<file path="src/rtl/bft_pkg.sv">
// BFT packet field layout, port identifiers and credit limits shared by leaf interface blocks.
package bft_pkg;

    localparam int unsigned PACKET_W    = 49;
    localparam int unsigned PAYLOAD_W   = 32;
    localparam int unsigned LEAF_W      = 5;
    localparam int unsigned PORT_W      = 4;
    localparam int unsigned ADDR_W      = 7;
    localparam int unsigned BRAM_ADDR_W = 7;

    localparam int unsigned PKT_VLD_BIT = 48;
    localparam int unsigned LEAF_LSB    = 43;
    localparam int unsigned PORT_LSB    = 39;
    localparam int unsigned ADDR_LSB    = 32;
    localparam int unsigned PAYLOAD_LSB = 0;

    localparam logic [PORT_W-1:0] CFG_PORT    = 4'd0;
    localparam logic [PORT_W-1:0] CREDIT_PORT = 4'd1;

    localparam int unsigned CREDIT_MAX = 1 << BRAM_ADDR_W;

    typedef enum logic [1:0] {
        SEL_IDLE,
        SEL_NEW,
        SEL_RESEND
    } out_sel_t;

endpackage

</file>
<file path="src/rtl/leaf_out_packetizer_if.sv">
// Stream/packet signals between the user kernel, the BFT leaf and the output packetizer.
interface leaf_out_packetizer_if #(
    parameter int unsigned PACKET_BITS  = 49,
    parameter int unsigned PAYLOAD_BITS = 32
);
    logic [PACKET_BITS-1:0]  din_leaf_bft2interface;
    logic [PAYLOAD_BITS-1:0] din_leaf_user2interface;
    logic                    vld_user2interface;
    logic                    ack_interface2user;
    logic                    resend;
    logic [PACKET_BITS-1:0]  dout_leaf_interface2bft;

    modport master (
        output din_leaf_bft2interface,
        output din_leaf_user2interface,
        output vld_user2interface,
        output resend,
        input  ack_interface2user,
        input  dout_leaf_interface2bft
    );

    modport slave (
        input  din_leaf_bft2interface,
        input  din_leaf_user2interface,
        input  vld_user2interface,
        input  resend,
        output ack_interface2user,
        output dout_leaf_interface2bft
    );
endinterface

</file>
<file path="src/rtl/credit_counter.sv">
// Saturating up/down credit counter: adds i_inc, subtracts one on i_dec, clamps at MAX.
module credit_counter
    import bft_pkg::*;
#(
    parameter int unsigned WIDTH = BRAM_ADDR_W + 1,
    parameter int unsigned MAX   = CREDIT_MAX
) (
    input  logic             clk,
    input  logic             reset,
    input  logic [WIDTH-1:0] i_inc,
    input  logic             i_dec,
    output logic [WIDTH-1:0] o_count,
    output logic             o_zero
);
    logic [WIDTH-1:0] r_count;
    logic             w_dec;
    logic [WIDTH+1:0] w_sum;

    // Two guard bits hold count+inc without overflow before the clamp.
    always_comb begin
        w_dec = i_dec && (r_count != '0);
        w_sum = (WIDTH+2)'(r_count) + (WIDTH+2)'(i_inc) - (WIDTH+2)'(w_dec);
    end

    always_ff @(posedge clk) begin
        if (reset) begin
            r_count <= WIDTH'(MAX);
        end else if (w_sum > (WIDTH+2)'(MAX)) begin
            r_count <= WIDTH'(MAX);
        end else begin
            r_count <= w_sum[WIDTH-1:0];
        end
    end

    assign o_count = r_count;
    assign o_zero  = (r_count == '0);

endmodule

</file>
<file path="src/rtl/leaf_out_packetizer.sv">
// BFT leaf output stage: wraps user words into packets, tracks destination credits,
// replays the last packet on resend and takes destination/credits in-band from the BFT.
module leaf_out_packetizer
    import bft_pkg::*;
#(
    parameter int unsigned PACKET_BITS        = PACKET_W,
    parameter int unsigned PAYLOAD_BITS       = PAYLOAD_W,
    parameter int unsigned NUM_LEAF_BITS      = LEAF_W,
    parameter int unsigned NUM_PORT_BITS      = PORT_W,
    parameter int unsigned NUM_ADDR_BITS      = ADDR_W,
    parameter int unsigned NUM_BRAM_ADDR_BITS = BRAM_ADDR_W
) (
    input logic                 clk,
    input logic                 reset,
    leaf_out_packetizer_if.slave bus
);
    localparam int unsigned CNT_W = NUM_BRAM_ADDR_BITS + 1;

    logic                      w_in_vld;
    logic [NUM_PORT_BITS-1:0]  w_in_port;
    logic [PAYLOAD_BITS-1:0]   w_in_payload;
    logic                      w_is_cfg;
    logic                      w_is_credit;
    logic [CNT_W-1:0]          w_credit_upd;
    logic [CNT_W-1:0]          w_credits;
    logic                      w_credit_zero;
    logic                      w_ack;
    logic [PACKET_BITS-1:0]    w_new_pkt;
    out_sel_t                  w_sel;
    logic                      w_unused_in;

    logic                      r_configured;
    logic [NUM_LEAF_BITS-1:0]  r_dest_leaf;
    logic [NUM_PORT_BITS-1:0]  r_dest_port;
    logic [NUM_ADDR_BITS-1:0]  r_addr_cnt;
    logic [PACKET_BITS-1:0]    r_last_pkt;
    logic                      r_last_vld;
    logic [PACKET_BITS-1:0]    r_dout;

    assign w_in_vld     = bus.din_leaf_bft2interface[PKT_VLD_BIT];
    assign w_in_port    = bus.din_leaf_bft2interface[PORT_LSB +: NUM_PORT_BITS];
    assign w_in_payload = bus.din_leaf_bft2interface[PAYLOAD_LSB +: PAYLOAD_BITS];
    assign w_is_cfg     = w_in_vld && (w_in_port == CFG_PORT);
    assign w_is_credit  = w_in_vld && (w_in_port == CREDIT_PORT);
    assign w_credit_upd = w_is_credit ? w_in_payload[CNT_W-1:0] : '0;

    // Incoming leaf/addr fields and upper payload bits carry nothing for this stage.
    assign w_unused_in = ^{bus.din_leaf_bft2interface[LEAF_LSB +: NUM_LEAF_BITS],
                           bus.din_leaf_bft2interface[ADDR_LSB +: NUM_ADDR_BITS],
                           w_in_payload[PAYLOAD_BITS-1:NUM_LEAF_BITS+NUM_PORT_BITS],
                           w_credits};

    assign w_ack = bus.vld_user2interface & r_configured & ~w_credit_zero & ~bus.resend;
    assign bus.ack_interface2user      = w_ack;
    assign bus.dout_leaf_interface2bft = r_dout;

    assign w_new_pkt = {1'b1, r_dest_leaf, r_dest_port, r_addr_cnt, bus.din_leaf_user2interface};

    always_comb begin
        w_sel = SEL_IDLE;
        if (bus.resend && r_last_vld) begin
            w_sel = SEL_RESEND;
        end else if (w_ack) begin
            w_sel = SEL_NEW;
        end
    end

    credit_counter #(
        .WIDTH (CNT_W),
        .MAX   (CREDIT_MAX)
    ) u_credit (
        .clk     (clk),
        .reset   (reset),
        .i_inc   (w_credit_upd),
        .i_dec   (w_ack),
        .o_count (w_credits),
        .o_zero  (w_credit_zero)
    );

    always_ff @(posedge clk) begin
        if (reset) begin
            r_configured <= 1'b0;
            r_dest_leaf  <= '0;
            r_dest_port  <= '0;
            r_addr_cnt   <= '0;
            r_last_pkt   <= '0;
            r_last_vld   <= 1'b0;
            r_dout       <= '0;
        end else begin
            if (w_is_cfg) begin
                r_dest_leaf  <= w_in_payload[NUM_PORT_BITS +: NUM_LEAF_BITS];
                r_dest_port  <= w_in_payload[0 +: NUM_PORT_BITS];
                r_configured <= 1'b1;
            end
            case (w_sel)
                SEL_NEW: begin
                    r_dout     <= w_new_pkt;
                    r_last_pkt <= w_new_pkt;
                    r_last_vld <= 1'b1;
                    r_addr_cnt <= r_addr_cnt + 1'b1;
                end
                SEL_RESEND: begin
                    r_dout     <= r_last_pkt;
                    r_last_vld <= 1'b1;
                end
                default: begin
                    r_dout     <= '0;
                    r_last_vld <= 1'b0;
                end
            endcase
        end
    end

endmodule

</file>
<file path="src/flat_wrapper.sv">
// flat-port wrapper written by rule: the top's interface ports become plain ports
module leaf_out_packetizer_flat import bft_pkg::*;
#(
    parameter int unsigned PACKET_BITS        = PACKET_W,
    parameter int unsigned PAYLOAD_BITS       = PAYLOAD_W,
    parameter int unsigned NUM_LEAF_BITS      = LEAF_W,
    parameter int unsigned NUM_PORT_BITS      = PORT_W,
    parameter int unsigned NUM_ADDR_BITS      = ADDR_W,
    parameter int unsigned NUM_BRAM_ADDR_BITS = BRAM_ADDR_W
)
  (clk, reset, bus_din_leaf_bft2interface, bus_din_leaf_user2interface, bus_vld_user2interface, bus_resend, bus_ack_interface2user, bus_dout_leaf_interface2bft);
  leaf_out_packetizer_if #(.PACKET_BITS(PACKET_BITS), .PAYLOAD_BITS(PAYLOAD_BITS)) bus_i ();
  input logic clk;
  input logic reset;
  input wire logic [$bits(bus_i.din_leaf_bft2interface)-1:0] bus_din_leaf_bft2interface;
  input wire logic [$bits(bus_i.din_leaf_user2interface)-1:0] bus_din_leaf_user2interface;
  input wire logic [$bits(bus_i.vld_user2interface)-1:0] bus_vld_user2interface;
  input wire logic [$bits(bus_i.resend)-1:0] bus_resend;
  output wire logic [$bits(bus_i.ack_interface2user)-1:0] bus_ack_interface2user;
  output wire logic [$bits(bus_i.dout_leaf_interface2bft)-1:0] bus_dout_leaf_interface2bft;
  assign bus_i.din_leaf_bft2interface = bus_din_leaf_bft2interface;
  assign bus_i.din_leaf_user2interface = bus_din_leaf_user2interface;
  assign bus_i.vld_user2interface = bus_vld_user2interface;
  assign bus_i.resend = bus_resend;
  assign bus_ack_interface2user = bus_i.ack_interface2user;
  assign bus_dout_leaf_interface2bft = bus_i.dout_leaf_interface2bft;
  leaf_out_packetizer #(.PACKET_BITS(PACKET_BITS), .PAYLOAD_BITS(PAYLOAD_BITS), .NUM_LEAF_BITS(NUM_LEAF_BITS), .NUM_PORT_BITS(NUM_PORT_BITS), .NUM_ADDR_BITS(NUM_ADDR_BITS), .NUM_BRAM_ADDR_BITS(NUM_BRAM_ADDR_BITS)) u_core (.clk(clk), .reset(reset), .bus(bus_i));
endmodule
</file>
<file path="config.mk">
export PLATFORM = sky130hd
export DESIGN_NAME = leaf_out_packetizer_flat
export DESIGN_NICKNAME = d
export VERILOG_FILES = /design/src/rtl/bft_pkg.sv /design/src/rtl/leaf_out_packetizer_if.sv /design/src/rtl/credit_counter.sv /design/src/rtl/leaf_out_packetizer.sv /design/src/flat_wrapper.sv
export SDC_FILE = /design/constraint.sdc
export NUM_CORES = 1
export LEC_CHECK = 0
export CORE_ASPECT_RATIO = 0.5
export CORE_MARGIN = 3
export CORE_UTILIZATION = 47
export DETAILED_ROUTE_END_ITERATION = 10
export PLACE_DENSITY = 0.79
export SLEW_MARGIN = 20
export SYNTH_ARGS = -nofsm -noshare
export SYNTH_HDL_FRONTEND = slang
export SYNTH_SLANG_ARGS = --single-unit
</file>
<file path="constraint.sdc">
create_clock -name clk -period 3.9 [get_ports clk]
set_input_delay 0.39 -clock clk [delete_from_list [all_inputs] [get_ports clk]]
set_output_delay 0.39 -clock clk [all_outputs]
set_load 0.05 [all_outputs]
</file>
# Word level (Yosys, flattened, before mapping)
# Index checks and enable logic that the tools add are counted.
[classes]
add_sub_neg = 3
n_lt_le_gt_ge = 1
n_eq_ne = 3
mux = 5
n_bitwise = 5
reduce_logical = 9
[op_table]
columns = ["op", "n"]
rows = [
  ["49-bit one-hot mux with 2 select lines", 1],
  ["10-bit by 8-bit > comparator with 1-bit output, second input constant", 1],
  ["9-bit by 1-bit subtractor with 10-bit output", 1],
  ["8-bit by 8-bit adder with 9-bit output", 1],
  ["8-bit logical NOT", 1],
  ["8-bit two-way mux", 1],
  ["8-bit nonzero test", 1],
  ["7-bit by 1-bit adder with 7-bit output, second input constant", 1],
  ["4-bit by 1-bit == test with 1-bit output, second input constant", 1],
  ["1-bit logical AND", 4],
  ["4-bit logical NOT", 1],
  ["2-bit OR reduction", 2],
  ["1-bit bitwise AND", 3],
  ["2-bit by 1-bit == test with 1-bit output, second input constant", 1],
  ["2-bit == test, second input constant", 1],
  ["1-bit two-way mux", 2],
  ["2-bit two-way mux", 1],
  ["1-bit inverter", 2],
]
[word_totals]
reg_bits = 124
output_inout_bits = 50
elab_cells = 34

# Depth between registers and ports, before layout
# Gate-level depths: netlist (run 1).
[logic_depth]
depth_word = 9
depth_mapped = 14

# By module
# From an unflattened synthesis (run 1), not the netlist that was laid out.
[hier_totals]
cells_unflattened = 573
area_unflattened_um2 = 4798.4
[by_module_without_submodules]
columns = ["mod", "instances", "cells_per_inst", "area_each_um2", "seq_area_each_um2"]
rows = [
  ["leaf_out_packetizer", 1, 467, 3951.3, 2322.2],
  ["credit_counter", 1, 106, 847.1, 160.2],
]

# Worst setup path after synthesis (run 1)
# No wires, ideal clock.
[synth_path]
path_kind = "input -> register"
from = "input bus_din_leaf_bft2interface[41]"
to = "register u_core.u_credit.r_count[0], in the netlist u_core.u_credit.o_count[0]"
setup_time_ns = 0.080
arrival_time_ns = 3.323
t_required_ns = 3.820
setup_slack_ns = 0.497
path_stages = 11
path_buffers = 0
cell_sequence = "nand2b_1 > nor4b_1 > nand2_1 > ha_1 > inv_1 > fa_1 > and3_4 > or3_1 > a221oi_1 > a311oi_1 > nor3b_1"
[synth_via]
elab_chain_cells = 7
[synth_rtl]
columns = ["item", "line_no", "rtl"]
rows = [
  ["start, declared", "flat_wrapper.sv:15", "input wire logic [$bits(bus_i.din_leaf_bft2interface)-1:0] bus_din_leaf_bft2interface;"],
  ["4-bit by 1-bit == test with 1-bit output (*)", "leaf_out_packetizer.sv:44", "assign w_is_credit = w_in_vld && (w_in_port == CREDIT_PORT);"],
  ["1-bit logical AND (*)", "leaf_out_packetizer.sv:44", ""],
  ["8-bit two-way mux (*)", "leaf_out_packetizer.sv:45", "assign w_credit_upd = w_is_credit ? w_in_payload[CNT_W-1:0] : '0;"],
  ["8-bit by 8-bit adder with 9-bit output (*)", "credit_counter.sv:22", "w_sum = (WIDTH+2)'(r_count) + (WIDTH+2)'(i_inc) - (WIDTH+2)'(w_dec);"],
  ["9-bit by 1-bit subtractor with 10-bit output (*)", "credit_counter.sv:22", ""],
  ["10-bit by 8-bit > comparator with 1-bit output", "credit_counter.sv:28", "end else if (w_sum > (WIDTH+2)'(MAX)) begin"],
  ["2-bit OR reduction (no source line)", "-", ""],
  ["end signal, assigned", "credit_counter.sv:27", "r_count <= WIDTH'(MAX);"],
  ["end signal, assigned", "credit_counter.sv:29", "r_count <= WIDTH'(MAX);"],
  ["end signal, assigned", "credit_counter.sv:31", "r_count <= w_sum[WIDTH-1:0];"],
  ["end, declared", "credit_counter.sv:15", "logic [WIDTH-1:0] r_count;"],
]
# Every way passes the cells marked *; elsewhere a longest branch is shown, timed or not.
# A chain may end at the register's enable or synchronous reset.

# Worst setup path after layout (run 1)
[layout_path]
from = "input bus_din_leaf_bft2interface[41]"
to = "register u_core.u_credit.r_count[2], in the netlist u_core.u_credit.o_count[2]"
# Same word-level chain as after synthesis.

==> results.cfg, run 1 <==
[status]
status = completed

[layout]
area_growth_pct = 35.7
fillerInstances = 773
fin_cells = 797
layout_common_cells = 159 x nand2_1, 124 x dfxtp_1, 103 x a21oi_1, 97 x clkdlybuf4s50_1, 27 x inv_1
multi_input_area_um2 = 2000
nets = 753
num_antenna_cells = 0
design_area_um2 = 6400
drive_gt1_frac = 0.0710
regArea_um2 = 2480
layout_commonest_cell = nand2_1

[power_and_ir_drop]
p_int_mw = 2.70
swShare = 0.255
ir_worst_vdd_v = 0.000476
clkPwrFrac = 0.440
combPwrFrac = 0.200
p_seq_frac = 0.359
power.switching_mw = 0.927
p_leak_nw = 2.36
powerDensity_nw_per_um2 = 567

[worst_setup_path]
required_ns = 4.22
rr_endpoint = u_core.u_credit.o_count[2]
cp_cell_sequence = clkdlybuf4s50_1 > nand2b_1 > nor4b_1 > buf_4 > nand2_1 > ha_1 > inv_1 > fa_1 > and3_4 > or3_1 > a221oi_1 > a311oi_1 > nor3b_1
worstPathMaxFanout = 8
worstReg2RegStart = u_core.u_credit.o_count[2]
cp-start-kind = input port
slowest_stage = fa_1
crit_type = input port to flop
endpoint_kind = flop
critPathMaxStageDelay_ns = 0.49
cp.arrival_ns = 3.76
rr_worst_depth = 12
r2r_setup_slack_ns = 0.47

[timing]
fin_crit_sh = 0.880
final-hold-violation-count = 0
skew_ns = 0.0107
max_freq_mhz = 291
worstMarginPinSlew_ns = 0.992
period_needed_ns = 3.43
tns_ns = 0
timing.hold.ws_ns = 0.449
setup-violations-final = 0
slew-limit-headroom = 0.338
slew_viol_final = 0
rsz0062_at_grt = no

[logic_synthesis]
avgSynthCellArea_um2 = 8.42
yosys.area_share.xor_xnor = 0.0130
ys_async_sr_fraction = 0
ys_types = 46
synth-compound-area-share = 0.150
yosysWarnings = 0
synth-seq-cells = 124
yosys.area_share.adder = 0.0493
synth_top_family_by_area = simple AND/OR/NAND/NOR gates
muxShareOfSynthArea = 0.0191
netlist_area_um2 = 4720
ys_seq_area_frac = 0.526
synthFlopType = dfxtp_1
synth_edf_count = 0
synth_simple_gate_area_frac = 0.192
postSynthCellCount = 560
syn-num-nets = 663

[floorplanning]
die-area_um2 = 11300
die_w_um = 148
chipHeight_um = 76.8
ios = 135
start_util = 0.491
rows = 25
core_region_area_um2 = 9600

[drt]
firstDrtPassIters = 4
num_vias = 3985
viasPerCell = 5.00
routedWlPerCell_um = 13.3
drcViolationCount = 0
wl_um = 10600
ant_nets = 0
initialDrtViolationCount = 226

[global_route]
grt_overflow = 0
grt_max_degree = 120
track_usage = 0.192
grt_pass1_vias = 3903
antenna_found_initial = 0
grt_pass1_wl_um = 17800

[clocking]
clkTransAtPathRegs_ns = 0.05
clock_latency_ns = 0.41
cts_resized = 0
cts.path.max_buffers = 2
cts_setup_buffers = 0
numCtsBuffers = 17
cts.sinks = 124
cts.htree.levels = 4
cts_hold_buf = 0
cts_root_buf = clkbuf_16
cts_tree = built

[min_path]
min_path_cells = 2
hp-start = u_core.r_last_pkt[22]
hp-class = flop to flop
whs_endpoint = u_core.bus.dout_leaf_interface2bft[22]

[place]
place_congestion = 0.791
hpwlAfterDp_um = 6710
portBuffers = 99
dpl.cell_count = 766
placed_area_um2 = 5780

[flow_run]
cap_viol_max_count = 0
==> routing by layer <==
layer | vias to the layer above | track usage | share of wire
li1 | 2046 | - | -
met1 | 1854 | 0.224 | 0.44
met2 | 66 | 0.344 | 0.52
met3 | 19 | 0.0401 | 0.033
met4 | 0 | 0.0799 | 0.014
met5 | - | 0 | 0
==> registers in the layout (all words and copies together) (netlist names) <==
name                                cells
u_core.r_last_pkt                      49
u_core.r_dest_leaf                      5
u_core.r_addr_cnt                       7
u_core.bus.dout_leaf_interface2bft     49
u_core.u_credit.o_count                 8
u_core.r_dest_port                      4
u_core.r_configured                     1
u_core.r_last_vld                       1
==> per-stage QoR <==
stage	util	total power, mW	setup slack (ns)
2_1_floorplan	-	1.87	0.497
3_3_place_gp	0.602	2.02	0.234
3_5_place_dp	0.602	2.05	0.0664
4_1_cts	0.666	3.64	0.454
5_1_grt	0.666	3.79	0.323
6_report	0.666	3.63	0.467
==> worst max-delay path, delay by kind of cell <==
family                     cells  cell delay, ns
adders and majority gates      2            0.76
and+or+nand+nor                6            1.35
buffers and inverters          3            0.68
AOI/OAI and AO/OA              2            0.58
==> power groups by stage <==
stage | Sequential [mW] | Combinational [mW] | Clock (mW)
finish | 1.30 | 0.727 | 1.60
global route | 1.30 | 0.807 | 1.68
CTS | 1.30 | 0.720 | 1.61
detailed placement | 1.33 | 0.716 | 0
global placement | 1.33 | 0.692 | 0
floorplan | 1.33 | 0.542 | 0
==> final cells by class <==
cell class              instances  area share
clock buffers                  24      0.0784
inverters                      28      0.0164
well taps                     135      0.0264
clock inverters                 7      0.0172
multi-input cells             375       0.313
flip-flops and latches        124       0.388
repair buffers                104       0.161
==> kinds of logic after synthesis <==
kind of cell | after synthesis
buffers and inverters | 61
muxes | 9
AOI/OAI and AO/OA | 127
DFF | 124
adders and majority gates | 18
and+or+nand+nor | 214
xor gates and xnor gates | 7
==> Yosys cell counts, types with 2 or more instances <==
cell type  count  area share
a21o_2         2      0.0037
o21ai_0        4      0.0042
buf_1          6      0.0048
nand4_1        3      0.0040
a221oi_1       2      0.0037
xnor2_1        2      0.0037
nor4_1         3      0.0040
nor2_1        21       0.017
and2_1         2      0.0027
and3_1         3      0.0040
dfxtp_1      124        0.53
inv_1         27       0.021
mux2i_1        9       0.019
nand2_1      159        0.13
nand2b_1       2      0.0027
or3_1          5      0.0066
nor3b_1        4      0.0064
a21oi_1      103        0.11
nand3_1        3      0.0032
xor2_1         5      0.0093
and3b_1        2      0.0037
ha_1          17       0.045
a211oi_1       2      0.0032
a21o_1         2      0.0032
buf_2          2      0.0021
clkbuf_1      24       0.019
nor3_1         3      0.0032
==> worst max-delay path by stage <==
| stage | startpoint | endpoint | slack (ns) |
|---|---|---|---|
| global route | u_core.u_credit.o_count[2] | u_core.u_credit.o_count[2] | 0.32 |
| CTS | u_core.u_credit.o_count[2] | u_core.u_credit.o_count[2] | 0.45 |
| floorplan | bus_din_leaf_bft2interface[41] | u_core.u_credit.o_count[0] | 0.50 |
| finish | bus_din_leaf_bft2interface[41] | u_core.u_credit.o_count[2] | 0.47 |
| detailed placement | bus_din_leaf_bft2interface[41] | u_core.u_credit.o_count[2] | 0.07 |
| global placement | bus_din_leaf_bft2interface[41] | u_core.u_credit.o_count[2] | 0.23 |
Note: power is estimated with default switching activity, not from simulation.
==> inputs of run 2 (changes only) <==
ABC_CLOCK_PERIOD_IN_PS = 3900   (was unset)
SETUP_SLACK_MARGIN = 0.4   (was unset)
==> run 2 against run 1 <==
Compared with the run above:
- hold slack gained 0.0012 ns
- final cell count is the same
- clock power is essentially flat
- sequential share of layout area shrank 0.15 points
- non-clock buffer count is the same
- register-to-register slack gained 0.10 ns
- final area grew 0.39%
- worst setup slack gained 0.0055 ns
- sequential power is essentially flat
- critical path type unchanged
- largest cell class unchanged
==> results.cfg, run 2 (same netlist as run 1, synthesis figures left out) <==
[worst_setup_path]
cp_cell_sequence = clkdlybuf4s50_1 > nand2b_1 > nor4b_1 > buf_4 > nand2_1 > ha_1 > inv_1 > fa_1 > and3_4 > or3_1 > a221oi_2 > a311oi_2 > nor3b_1
slowest_stage = fa_1
required_ns = 4.22
crit_type = input port to flop
cp-start-kind = input port
worstPathMaxFanout = 8
critPathMaxStageDelay_ns = 0.49
crit_buf_inv = 3
cp.arrival_ns = 3.75
endpoint_kind = flop
critPathTopFamily = simple AND/OR/NAND/NOR gates

[power_and_ir_drop]
p_leak_nw = 2.36
ir_worst_vdd_v = 0.000493
powerDensity_nw_per_um2 = 574
total_power_mw = 3.68

[floorplanning]
ios = 135
rows = 25
start_util = 0.491
die_w_um = 148
core_region_area_um2 = 9600
chipHeight_um = 76.8
die-area_um2 = 11300

[timing]
slew_viol_final = 0
slew-limit-headroom = 0.338
tns_ns = 0
period_needed_ns = 3.43
rsz0062_at_grt = no
setup-violations-final = 0
worstMarginPinSlew_ns = 0.993
skew_ns = 0.0103
final-hold-violation-count = 0
max_freq_mhz = 292
timing.hold.ws_ns = 0.451
fin_crit_sh = 0.879

[clocking]
cts.sinks = 124
cts.htree.levels = 4
cts_hold_buf = 0
clock_latency_ns = 0.40
cts_tree = built
cts.path.max_buffers = 2
numCtsBuffers = 17
cts_root_buf = clkbuf_16
clkTransAtPathRegs_ns = 0.05

[global_route]
grt_overflow = 0
grt_pass1_vias = 3903
track_usage = 0.192
grt_max_degree = 120
grt_pass1_wl_um = 17800
antenna_found_initial = 0

[layout]
layout_common_cells = 159 x nand2_1, 124 x dfxtp_1, 103 x a21oi_1, 97 x clkdlybuf4s50_1, 27 x inv_1
area_growth_pct = 36.2
postLayoutCoreUtil = 0.669
layout_commonest_cell = nand2_1
fillerInstances = 772
nets = 753
multi_input_area_um2 = 2030
drive_gt1_frac = 0.0770
num_antenna_cells = 0
regArea_um2 = 2480

[drt]
drcViolationCount = 0
num_vias = 4011
wl_um = 10600
viasPerCell = 5.03
top_layer = met4
wl_met3_um = 369
firstDrtPassIters = 4
wl_met2_um = 5470
met1_length_um = 4600
initialDrtViolationCount = 223
ant_nets = 0
routedWlPerCell_um = 13.3

[flow_run]
cap_viol_max_count = 0

[status]
status = completed

[place]
portBuffers = 99
hpwlAfterDp_um = 6710
place_congestion = 0.791

[min_path]
hp-class = flop to flop
-- run 2: final timing paths --
path	startpoint	endpoint	slack, ns	cells past startpoint
worst min register to register	u_core.r_last_pkt[8]	u_core.bus.dout_leaf_interface2bft[8]	0.45	2
worst max-delay path	bus_din_leaf_bft2interface[41]	u_core.u_credit.o_count[2]	0.47	13
worst max register to register	u_core.u_credit.o_count[2]	u_core.u_credit.o_count[2]	0.57	12
worst min-delay path	u_core.r_last_pkt[8]	u_core.bus.dout_leaf_interface2bft[8]	0.45	2
-- run 2: timing repair --
item,in CTS,in global routing
resized for setup,0,4
setup buffers,0,0
endpoints found under the setup margin,0,5
-- run 2: metrics by stage --
stage / std cells / worst slack, ns / cell area, um^2
after CTS: 797 / 0.454 / 6390
after detailed placement: 766 / 0.0664 / 5780
after global routing: 797 / 0.356 / 6420
after global placement: 766 / 0.234 / 5780
after floorplan: 560 / 0.497 / 4720
final: 797 / 0.472 / 6420
-- run 2: final cells by class --
class	instances	share of cell area
Tap cell	135	0.0263
Clock inverter	7	0.0171
Timing Repair Buffer	104	0.160
Clock buffer	24	0.0781
Sequential cell	124	0.386
Inverter	28	0.0164
Multi-Input combinational cell	375	0.316
-- run 2: power breakdown --
part	internal, mW	switching (mW)
clock network	1.08	0.515
logic	0.357	0.426
registers	1.29	0.0124
-- run 2: tightest hold or removal path, cell delays in order, from the launching register on --
cell and delay (ns):
dfxtp_1 0.30, nand2_1 0.05, a21oi_1 0.05
-- run 2: routing by layer --
| metal | vias to the layer above | track usage |
|---|---|---|
| met3 | 24 | 0.0401 |
| met4 | 0 | 0.0799 |
| li1 | 2045 | - |
| met5 | - | 0 |
| met2 | 73 | 0.344 |
| met1 | 1869 | 0.224 |
==> inputs of run 3 (changes only) <==
CORE_UTILIZATION = 28   (was 47)
PLACE_DENSITY = unset   (was 0.79)
==> run 3 against run 2 <==
Compared with the run above:
- combinational power decreased by 6.3%
- die area increased by 63%
- sequential cell count unchanged
- worst setup slack improved by 0.13 ns
- largest power group unchanged
- clock power about the same
- total power decreased by 1.1%
- hold slack got worse by 0.044 ns
- final area increased by 2.0%
- maximum frequency increased by 3.8%
- highest routed layer unchanged
- critical path type unchanged
- sequential power about the same
- first-iteration DRC count decreased by 35%
- critical endpoint unchanged
==> results.cfg, run 3 (same netlist as run 1, synthesis figures left out) <==
[timing]
setup-violations-final = 0
fin_crit_sh = 0.846
tns_ns = 0
rsz0062_at_grt = no
max_freq_mhz = 303
slew-limit-headroom = 0.320
skew_ns = 0.00972
worstMarginPinSlew_ns = 1.02
final-hold-violation-count = 0
slew_viol_final = 0
period_needed_ns = 3.30

[power_and_ir_drop]
p_leak_nw = 2.37
ir_worst_vdd_v = 0.000218
powerDensity_nw_per_um2 = 556

[layout]
nets = 755
design_area_um2 = 6560
drive_gt1_frac = 0.0752
layout_commonest_cell = nand2_1
layout_common_cells = 159 x nand2_1, 124 x dfxtp_1, 103 x a21oi_1, 97 x clkdlybuf4s50_1, 27 x inv_1
area_growth_pct = 39.0
num_antenna_cells = 0

[clocking]
cts.htree.levels = 4
cts_tree = built
numCtsBuffers = 17
cts.path.max_buffers = 2
clock_latency_ns = 0.40
clkTransAtPathRegs_ns = 0.06
cts_root_buf = clkbuf_16
cts.sinks = 124

[place]
place_congestion = 0.761
portBuffers = 99
placed_area_um2 = 5910
hpwlAfterDp_um = 7010

[floorplanning]
ios = 135
die_w_um = 190
rows = 32
chipHeight_um = 97.8
start_util = 0.296
die-area_um2 = 18500
core_region_area_um2 = 15900

[drt]
firstDrtPassIters = 4
viasPerCell = 4.43
wl_um = 10600
num_vias = 3929
ant_nets = 0
initialDrtViolationCount = 146
routedWlPerCell_um = 12.0
drcViolationCount = 0

[worst_setup_path]
slowest_stage = ha_1
cp-start-kind = input port
required_ns = 4.22
crit_type = input port to flop
worstPathMaxFanout = 9
cp.arrival_ns = 3.62
critPathMaxStageDelay_ns = 0.44
crit_top_cell = ha_1
cp_cell_sequence = clkdlybuf4s50_1 > nand2b_1 > nor4b_1 > buf_4 > buf_12 > nand2_1 > ha_1 > inv_1 > ha_1 > and4_2 > o21ai_1 > a221o_1 > a311o_1 > nor3b_1
endpoint_kind = flop

[global_route]
antenna_found_initial = 0
grt_pass1_wl_um = 17200
grt_overflow = 0
grt_pass1_vias = 3632
track_usage = 0.114
grt_max_degree = 117

[min_path]
hp-class = input port to flop

[flow_run]
cap_viol_max_count = 0

[status]
status = completed
## run 3: through the flow
step / power (mW) / setup WS, ns / cells / hold WS, ns / utilization
6_report: 3.64 / 0.599 / 886 / 0.407 / 0.411
3_5_place_dp: 2.05 / 0.152 / 853 / 0.446 / 0.371
3_3_place_gp: 2.03 / 0.182 / 853 / 0.436 / 0.371
5_1_grt: 3.83 / 0.438 / 886 / 0.393 / 0.411
4_1_cts: 3.68 / 0.537 / 885 / 0.378 / 0.409
2_1_floorplan: 1.87 / 0.497 / 560 / 0.427 / -
## run 3: critical path: cells and delay by family
kind,cells,cell delay (ns)
adder cells (fa/ha/maj),2,0.71
AO/OA/AOI/OAI,3,0.87
buffers and inverters,4,0.71
AND/OR/NAND/NOR,5,0.94
## run 3: final timing paths
check                            startpoint                                     end  slack (ns)  cells after the start
max          bus_din_leaf_bft2interface[41]              u_core.u_credit.o_count[2]        0.60                     14
min                                   reset              u_core.u_credit.o_count[0]        0.41                      3
max reg2reg      u_core.u_credit.o_count[2]              u_core.u_credit.o_count[2]        0.66                     12
min reg2reg           u_core.r_last_pkt[14]  u_core.bus.dout_leaf_interface2bft[14]        0.45                      2
## run 3: cell type report
cell class	count	area (um^2)
Multi-Input combinational cell	375	2010
Clock inverter	11	169
Timing Repair Buffer	106	1070
Sequential cell	124	2480
Fill cell	1581	9380
Clock buffer	21	440
Inverter	28	105
Tap cell	221	277
## run 3: repair_timing
item / in CTS / in global routing
buffers inserted: 0 / 1
setup endpoints to repair: 0 / 5
hold buffers: 0 / 0
resized for setup: 0 / 2
## run 3: layer usage
| metal | vias to the layer above | global-route usage | wire length [um] |
|---|---|---|---|
| li1 | 2050 | - | - |
| met1 | 1828 | 0.133 | 4820 |
| met2 | 47 | 0.201 | 5460 |
| met3 | 4 | 0.0291 | 308 |
| met4 | 0 | 0.0426 | 57 |
| met5 | - | 0 | 0 |
## run 3: power by group
part | leakage, nW | switching, mW | internal (mW)
registers | 0.999 | 0.0122 | 1.29
logic | 1.07 | 0.399 | 0.336
clock network | 0.295 | 0.537 | 1.07
total | 2.37 | 0.948 | 2.70
